### src/rtl/y86_decode_ctrl.sv
// Y86-64 pipeline decode stage: D pipeline register, source/destination selection,
// operand forwarding and the hazard-control logic for the whole pipeline.
module y86_decode_ctrl (
  input  logic         clk,
  input  logic         reset,
  input  logic [3:0]   f_icode,
  input  logic [3:0]   f_ifun,
  input  logic [3:0]   f_rA,
  input  logic [3:0]   f_rB,
  input  logic [3:0]   f_stat,
  input  logic [63:0]  f_valC,
  input  logic [63:0]  f_valP,
  input  logic [959:0] rf_flat,
  input  logic [3:0]   e_dstE,
  input  logic [3:0]   M_dstE,
  input  logic [3:0]   M_dstM,
  input  logic [3:0]   W_dstE,
  input  logic [3:0]   W_dstM,
  input  logic [63:0]  e_valE,
  input  logic [63:0]  M_valE,
  input  logic [63:0]  m_valM,
  input  logic [63:0]  W_valE,
  input  logic [63:0]  W_valM,
  input  logic [3:0]   E_icode,
  input  logic [3:0]   E_dstM,
  input  logic [3:0]   M_icode,
  input  logic [3:0]   m_stat,
  input  logic [3:0]   W_stat,
  input  logic         e_cnd,
  output logic [3:0]   D_icode,
  output logic [3:0]   D_ifun,
  output logic [3:0]   D_rA,
  output logic [3:0]   D_rB,
  output logic [3:0]   D_stat,
  output logic [63:0]  D_valC,
  output logic [63:0]  D_valP,
  output logic [3:0]   d_icode,
  output logic [3:0]   d_ifun,
  output logic [3:0]   d_stat,
  output logic [3:0]   d_srcA,
  output logic [3:0]   d_srcB,
  output logic [3:0]   d_dstE,
  output logic [3:0]   d_dstM,
  output logic [63:0]  d_valC,
  output logic [63:0]  d_valA,
  output logic [63:0]  d_valB,
  output logic         F_stall,
  output logic         D_stall,
  output logic         D_bubble,
  output logic         E_bubble,
  output logic         M_bubble,
  output logic         W_stall,
  output logic         set_cc
);

  localparam logic [3:0] R_RSP  = 4'h4;
  localparam logic [3:0] R_NONE = 4'hF;

  logic load_use, ret_in, mispred, m_exc, w_exc;

  // Reset takes priority over stall so a stalled pipeline can still be flushed.
  always_ff @(posedge clk) begin
    if (reset || (!D_stall && D_bubble)) begin
      D_icode <= 4'h1;
      D_ifun  <= 4'h0;
      D_rA    <= R_NONE;
      D_rB    <= R_NONE;
      D_stat  <= 4'h1;
      D_valC  <= 64'd0;
      D_valP  <= 64'd0;
    end else if (!D_stall) begin
      D_icode <= f_icode;
      D_ifun  <= f_ifun;
      D_rA    <= f_rA;
      D_rB    <= f_rB;
      D_stat  <= f_stat;
      D_valC  <= f_valC;
      D_valP  <= f_valP;
    end
  end

  assign d_icode = D_icode;
  assign d_ifun  = D_ifun;
  assign d_stat  = D_stat;
  assign d_valC  = D_valC;

  always_comb begin
    d_srcA = R_NONE;
    d_srcB = R_NONE;
    d_dstE = R_NONE;
    d_dstM = R_NONE;
    case (D_icode)
      4'h2: begin d_srcA = D_rA; d_dstE = D_rB; end
      4'h3: d_dstE = D_rB;
      4'h4: begin d_srcA = D_rA; d_srcB = D_rB; end
      4'h5: begin d_srcB = D_rB; d_dstM = D_rA; end
      4'h6: begin d_srcA = D_rA; d_srcB = D_rB; d_dstE = D_rB; end
      4'h8: begin d_srcB = R_RSP; d_dstE = R_RSP; end
      4'h9: begin d_srcA = R_RSP; d_srcB = R_RSP; d_dstE = R_RSP; end
      4'hA: begin d_srcA = D_rA; d_srcB = R_RSP; d_dstE = R_RSP; end
      4'hB: begin d_srcA = R_RSP; d_srcB = R_RSP; d_dstE = R_RSP; d_dstM = D_rA; end
      default: ;
    endcase
  end

  // Forwarding priority: youngest producer first, memory-load result ahead of
  // the ALU result in the same stage.
  always_comb begin
    d_valA = 64'd0;
    if (D_icode == 4'h7 || D_icode == 4'h8)  d_valA = D_valP;
    else if (d_srcA == R_NONE)               d_valA = 64'd0;
    else if (d_srcA == e_dstE)               d_valA = e_valE;
    else if (d_srcA == M_dstM)               d_valA = m_valM;
    else if (d_srcA == M_dstE)               d_valA = M_valE;
    else if (d_srcA == W_dstM)               d_valA = W_valM;
    else if (d_srcA == W_dstE)               d_valA = W_valE;
    else                                     d_valA = rf_flat[{d_srcA, 6'd0} +: 64];
  end

  always_comb begin
    d_valB = 64'd0;
    if (d_srcB == R_NONE)                    d_valB = 64'd0;
    else if (d_srcB == e_dstE)               d_valB = e_valE;
    else if (d_srcB == M_dstM)               d_valB = m_valM;
    else if (d_srcB == M_dstE)               d_valB = M_valE;
    else if (d_srcB == W_dstM)               d_valB = W_valM;
    else if (d_srcB == W_dstE)               d_valB = W_valE;
    else                                     d_valB = rf_flat[{d_srcB, 6'd0} +: 64];
  end

  assign load_use = (E_icode == 4'h5 || E_icode == 4'hB) && (E_dstM != R_NONE) &&
                    (E_dstM == d_srcA || E_dstM == d_srcB);
  assign ret_in   = (D_icode == 4'h9) || (E_icode == 4'h9) || (M_icode == 4'h9);
  assign mispred  = (E_icode == 4'h7) && !e_cnd;
  assign m_exc    = (m_stat == 4'h2) || (m_stat == 4'h3) || (m_stat == 4'h4);
  assign w_exc    = (W_stat == 4'h2) || (W_stat == 4'h3) || (W_stat == 4'h4);

  // mispred and load_use need different E_icode values, so D_stall and
  // D_bubble cannot both assert.
  assign F_stall  = load_use || ret_in;
  assign D_stall  = load_use;
  assign D_bubble = mispred || (ret_in && !load_use);
  assign E_bubble = mispred || load_use;
  assign M_bubble = m_exc || w_exc;
  assign W_stall  = w_exc;
  assign set_cc   = (E_icode == 4'h6) && !m_exc && !w_exc;

endmodule

### config.mk
export PLATFORM = sky130hd
export DESIGN_NAME = y86_decode_ctrl
export DESIGN_NICKNAME = d
export VERILOG_FILES = /design/src/rtl/y86_decode_ctrl.sv
export SDC_FILE = /design/constraint.sdc
export NUM_CORES = 2
export LEC_CHECK = 0
export BUFFER_PORTS_ARGS = -buffer_cell sky130_fd_sc_hd__buf_2
export CELL_PAD_IN_SITES_DETAIL_PLACEMENT = 2
export CELL_PAD_IN_SITES_GLOBAL_PLACEMENT = 2
export CORE_AREA = 5 5 723 725
export CTS_CLUSTER_DIAMETER = 80
export DETAILED_ROUTE_END_ITERATION = 8
export DIE_AREA = 0 0 728 730
export GPL_TIMING_DRIVEN = 0
export PLACE_DENSITY_LB_ADDON = 0.1
export RECOVER_POWER = 100
export REMOVE_ABC_BUFFERS = 1
export SYNTH_ARGS = -nofsm -noshare
export SYNTH_HDL_FRONTEND = slang
export SYNTH_SLANG_ARGS = --single-unit
### constraint.sdc
create_clock -name clk -period 3.9 [get_ports clk]
set_clock_uncertainty 0.2 [all_clocks]
set_input_delay 0.78 -clock clk [delete_from_list [all_inputs] [get_ports clk]]
set_output_delay 0.78 -clock clk [all_outputs]
set_load 0.01 [all_outputs]
---- Word level (Yosys, flattened, before mapping) ----
Index checks and enable logic that the tools add are counted.
cells by class
  multiplexer cells ....................... 17
  eq/ne operators ......................... 37
  shift operators ......................... 2
  reductions and logical operators ........ 31
operators with widths
  cell                number
  $shiftx 960x11->64  2
  $mux 64             13
  $eq 4x4->1          12
  $eq 4x3->1 const B  9
  $eq 4x4->1 const B  9
  $eq 4x2->1 const B  6
  $pmux 4 s2          3
  $logic_or 1x1->1    14
  $reduce_or 4->1     2
  $logic_and 1x1->1   7
  $reduce_or 3->1     2
  $logic_not 1->1     4
  $mux 4              1
  $ne 4x4->1 const B  1
  $reduce_or 2->1     2
word-level totals
  logic and storage cells ................. 94
  bits in registers ....................... 148
  output and inout bits ................... 375
  input port bits ......................... 1,471

---- Logic depth before layout (Yosys ltp) ----
  word-level depth ........................ 11
  mapped depth ............................ 15
  mapped depth without buffers ............ 11

---- Worst setup path before layout ----
OpenSTA, ideal clock, no wires.
  kind .................................... input -> output
  start ................................... input M_dstE[2]
  end ..................................... output d_valB[32]
  path buffers ............................ 2
  arrival time ............................ 2.735 ns
  required time ........................... 2.920 ns
  slack ................................... 0.185 ns
  stages .................................. 8
  path through ............................ or4_1 a221oi_1 o2111a_2 or3_1 buf_4 buf_4 nor4_1 nor4b_1
on the way
  longest elaborated chain between the ends .. 5
RTL lines
  element             RTL line  text
  start: declaration  15        input logic [3:0] M_dstE,
  $eq 4x4->1          125       else if (d_srcB == M_dstE) d_valB = M_valE;
  $mux 64             125
  $mux 64             124       else if (d_srcB == M_dstM) d_valB = m_valM;
  $mux 64             123       else if (d_srcB == e_dstE) d_valB = e_valE;
  $mux 64             122       if (d_srcB == R_NONE) d_valB = 64'd0;
  end: declaration    46        output logic [63:0] d_valB,
Every way passes these cells.

---- Worst setup path after layout ----
  start ................................... register D_icode[2]
  end ..................................... output d_valB[59]
on the way
  longest elaborated chain between the ends .. 10
  elaborated cells on any way between the ends .. 23
  those cells by class .................... eq/ne: 13; shift: 1; mux: 7; reduce/logical: 2
RTL lines
  element                                                                     RTL line  text
  start: declaration                                                          30        output logic [3:0] D_icode,
  start signal: assignment                                                    72        D_icode <= f_icode;
  $eq 4x4->1 / $eq 4x3->1 (equally long branches)                             92        case (D_icode)
  $reduce_or 4->1 (no source line) / $reduce_or 3->1 (equally long branches)  --
  $pmux 4 s2 *                                                                92
  $shiftx 960x11->64 / $eq 4x4->1 (equally long branches)                     128, 127
  $mux 64                                                                     127       else if (d_srcB == W_dstE) d_valB = W_valE;
  $mux 64                                                                     126       else if (d_srcB == W_dstM) d_valB = W_valM;
  $mux 64                                                                     125
  $mux 64                                                                     124
  $mux 64                                                                     123
  $mux 64 *                                                                   122
Every way passes the cells marked *; elsewhere a longest branch is shown, timed or not.

==> results.md <==
- The total routing resource utilization after global routing is between 20% and 30%.
- For the worst setup path, the data arrival time is 4.49 ns.
- The slowest stage of the critical path is the nor4b_4 cell.
- The number of cell instances on the worst register-to-register path is 21.
- Across all setup checks in the final design, the least slack found is -1.57 ns.
- The top cell types in the final layout, fill and taps aside, are buf_2, nand2_1, buf_4.
- The clock latency on the worst-skew pair is approximately 0.59 ns.
- The cell count after synthesis came out at about 4600.
- The floorplan step set the die height to roughly 730 µm.
- The tool flagged a number of max-cap violations equal to 0.
- The global routing usage on met1 is approximately a quarter.
- VDD sags by at most roughly 0.18 mV.
- In the routed layout, each cell is associated on average with a via count of roughly 4.0.
- The number of DRC markers in iteration 0 is roughly 4300.
- The initial utilization of the core area, before any placement, comes to under 10%.
- The floorplan die area is about 530000 µm².
- Headroom to the max-slew limit came out at 10.7%.
- The final-layout fill cell count is around 60000.
- The global-route congestion overflow total is 0.
- The library cell used most frequently in the layout, excluding fill and tap cells, is buf_2.
- The worst register-to-register path begins at D_icode[1].
- The count of hold-fix buffers inserted at cts is 0.
- The count of flip-flops with a built-in enable after synthesis is 0.
- The number of nets still failing antenna checks after routing is 0.
- The global routing stage identified its most utilized layer as met2.
- Row generation in the floorplan step produced 264 rows.
- The first global-routing pass estimated between 700000 and 800000 µm of wire.
- For this run, global-route usage on met2 was measured as 36.4%.
- For the worst setup path, the data required time is 2.92 ns.
- The half-perimeter wire length of the detailed placement result is 433000 µm.
- The number of placed instances, taps included, is between 10000 and 15000.
- The clock drives ~150 sinks.
- The core region is 515000 µm².
- The maximum number of buffers from clock root to sink is 3.
- The number of global-route vias before repair is approximately 56000.
- The routed design could run at a clock period as short as approximately 5.5 ns.
- STA classifies the critical path startpoint as a flip-flop.
- After clock tree synthesis, the clock-pin slew on the worst setup and hold paths is 0.13 ns.
- Tracing the worst setup path back leads to its startpoint at D_icode[2].
- Together, buffers and inverters on the worst path number 9.
- The number of antenna violations at the first check in global routing is ~670.
- The critical path crosses 17 cells after its start point.
- For this block, the via count after detailed routing is 55600.
- The maximum net fanout on the critical path is 10.
- The tree is rooted in a clkbuf_16.
- The achievable clock frequency is about 0.18 GHz.
- After synthesis, the mean cell area works out to 6.38 µm².
- The total wirelength of the detailed-routed design is about 600000 µm.
- The delay contributed by the slowest stage of the critical path is about 0.56 ns.
- Entering global routing, the biggest net connects 75 pins.
- TritonCTS built the clock tree.
- From synthesis to final layout, the design area changed by 127%.
- The net count of the finished layout is roughly 8400.
- The post-synth design cell area is between 20000 and 30000 µm².
- The total count of hold-check failures in the final report was 0.
- The checks that failed: negative setup slack.
- The class of the tightest hold or removal check is input pin to flip-flop.
- The transition time at the pin with the least slew margin is 1.33 ns.
- The routability congestion estimate from global placement is 0.805.
- The critical path endpoint category is a primary output.
- The run finished, with violations left.
- Global routing used between 4 and 5% of the available met3 tracks.
- The share of the cycle needed by the critical path after routing is 140%.
- The synthesized flop and latch total is about 150.
- During placement, the flow inserted port buffers numbering 1845.
- Among cell families on the critical path, the largest total delay comes from buffers and inverters.
- The Yosys step of the flow raised 0 warnings.
- The cell that appears most often on the critical path is buf_16.
- Clock tree synthesis inserted a total of 21 buffers.
- The finished layout holds 14000 standard cells, fillers aside.
- The slack of the worst reg-to-reg path is -0.33 ns.
- The H-tree depth reported by CTS is 4.
- The termination of the worst setup path is d_valB[59].
- The total setup violations reported at the end of the flow is 249.
- The endpoint of the most critical register-to-register path is D_valP[2].
- The power per standard cell area is between 200 and 250 nW/µm².
- The top-level I/O count is 1846.
- The total DRC errors in the routed layout is 0.
- The fraction of final layout cells with drive strength greater than 1 is slightly below 50%.
- The share of synthesized flip-flops with an asynchronous set or reset is 0%.
- The register area share after synthesis is about a tenth.
- The hold slack is between 0.15 and 0.2 ns.
- The average wire per cell in the routed design is 43.0 µm.
- The horizontal extent of the die is roughly 730 µm.
- The standby leakage power is 27.6 nW.
- The critical path goes through nand2b_4, buf_4, buf_6, o31ai_4, a2bb2oi_2, o211ai_4, a211oi_4, buf_12, buf_6, buf_16, buf_16, buf_16, buf_16, a22o_1, nor4_2, nor4b_4, buf_6.
- Setup repair after global routing could not meet its margin everywhere.
- The startpoint-to-endpoint class of the critical path is flip-flop to primary output.
- The total count of max-transition violations in the final report is 0.
- The most frequently used flop master after synthesis is dfxtp_1.
- Before antenna repair, the detailed router went through 5 iterations.
- After synthesis, the netlist uses 80 different library cells.
[sequential cells by signal, summed over array words and instances, names as in the netlist]
name     flops
D_valP      64
D_ifun       4
D_rB         4
D_rA         4
D_stat       4
D_icode      4
D_valC      64
[worst min path at each step]
stage | from | to | slack, ns | cells past startpoint
floorplan | D_valP[62] | D_valP[62] | 0.29 | 2
finish | f_valP[41] | D_valP[41] | 0.19 | 3
global placement | D_valC[17] | D_valC[17] | 0.26 | 2
global route | f_valP[24] | D_valP[24] | 0.15 | 3
CTS | f_valP[41] | D_valP[41] | 0.09 | 3
detailed placement | D_valC[54] | D_valC[54] | 0.26 | 2
[where the power goes]
group	internal (mW)	leakage (nW)	switching [mW]
registers	1.62	1.23	0.193
logic	4.70	26.0	6.81
clock network	1.21	0.335	1.37
total	7.53	27.6	8.38
[through the flow]
stage	utilization, %	cell area, µm²	setup slack [ns]	power, mW	setup TNS, ns
floorplan	-	26500	-13.55	4.61	-3493.87
global placement	8.59	44200	-72.26	9.74	-
detailed placement	9.91	51100	-5.02	9.98	-999.24
CTS	11.5	59400	-1.60	14.7	-270.56
global route	12.9	66600	-1.65	16.6	-210.52
finish	13.0	66900	-1.57	15.9	-180.96
[layout make-up]
class,instances,area (µm²),share of cell area [%]
tap,6783,8490,12.7
timing repair buffer,2852,25000,37.4
inverter,19,173,0.258
antenna,259,648,0.969
multi-input combinational,3851,28800,43.1
sequential,148,2990,4.47
clock inverter,6,87.6,0.131
timing repair inverter,11,98.8,0.148
clock buffer,26,584,0.874
[cells in the mapped netlist, types with 17 or more instances]
library cell | n | share of area [%]
buf_4 | 100 | 2.6
mux2i_1 | 319 | 11
nand3_1 | 261 | 4.4
a32oi_1 | 63 | 1.9
a211oi_1 | 130 | 3.3
nor4b_2 | 17 | 0.87
nor4b_1 | 47 | 1.4
nor4_1 | 60 | 1.3
nand2_1 | 1075 | 14
a2111oi_0 | 64 | 1.9
a221oi_1 | 64 | 1.9
a22oi_1 | 252 | 6.4
buf_2 | 142 | 2.4
a21oi_1 | 340 | 5.8
o221ai_1 | 66 | 2.0
nor2_1 | 151 | 1.9
buf_1 | 20 | 0.26
o22ai_1 | 66 | 1.4
clkbuf_1 | 315 | 4.0
xnor2_1 | 23 | 0.69
a221o_1 | 64 | 2.2
a31oi_1 | 69 | 1.5
a22o_1 | 189 | 5.6
o21ai_0 | 379 | 6.5
dfxtp_1 | 148 | 10
[kinds of logic (layout without fill, tap and decap cells)]
family | Yosys count | count (layout) | share of synthesized area, %
AO/OA/AOI/OAI | 1801 | 1801 | 42.1
multiplexers | 320 | 320 | 10.9
other | 0 | 259 | 0
flip-flops | 148 | 148 | 10.1
XOR/XNOR | 30 | 30 | 0.894
AND/OR/NAND/NOR | 1695 | 1700 | 25.9
buffers and inverters | 611 | 2914 | 10.0
[what timing repair did]
action,in CTS,in global routing
pin swaps,201,247
buffers inserted,295,306
gates cloned,57,51
resized for setup,723,745
setup endpoints to repair,288,283
[per-layer routing]
metal | share of wire, % | vias up
met5 | 0.23 | -
met4 | 4.3 | 216
met3 | 5.8 | 1282
met2 | 49 | 3062
met1 | 41 | 28600
li1 | - | 22400
[worst reg2reg max path, cell delays in order (launching register included)]
cell	delay, ns
dfxtp_4	0.36
and2_4	0.20
o31ai_4	0.38
buf_12	0.19
buf_12	0.15
inv_16	0.06
buf_16	0.15
buf_4	0.21
xnor2_2	0.13
nand4_1	0.13
o41ai_4	0.12
nand2_4	0.11
buf_12	0.16
inv_16	0.08
buf_16	0.15
buf_6	0.18
o211ai_4	0.27
clkbuf_16	0.24
buf_16	0.16
buf_16	0.18
clkbuf_16	0.23
a21oi_1	0.06
Power figures use the tool's default switching activity.
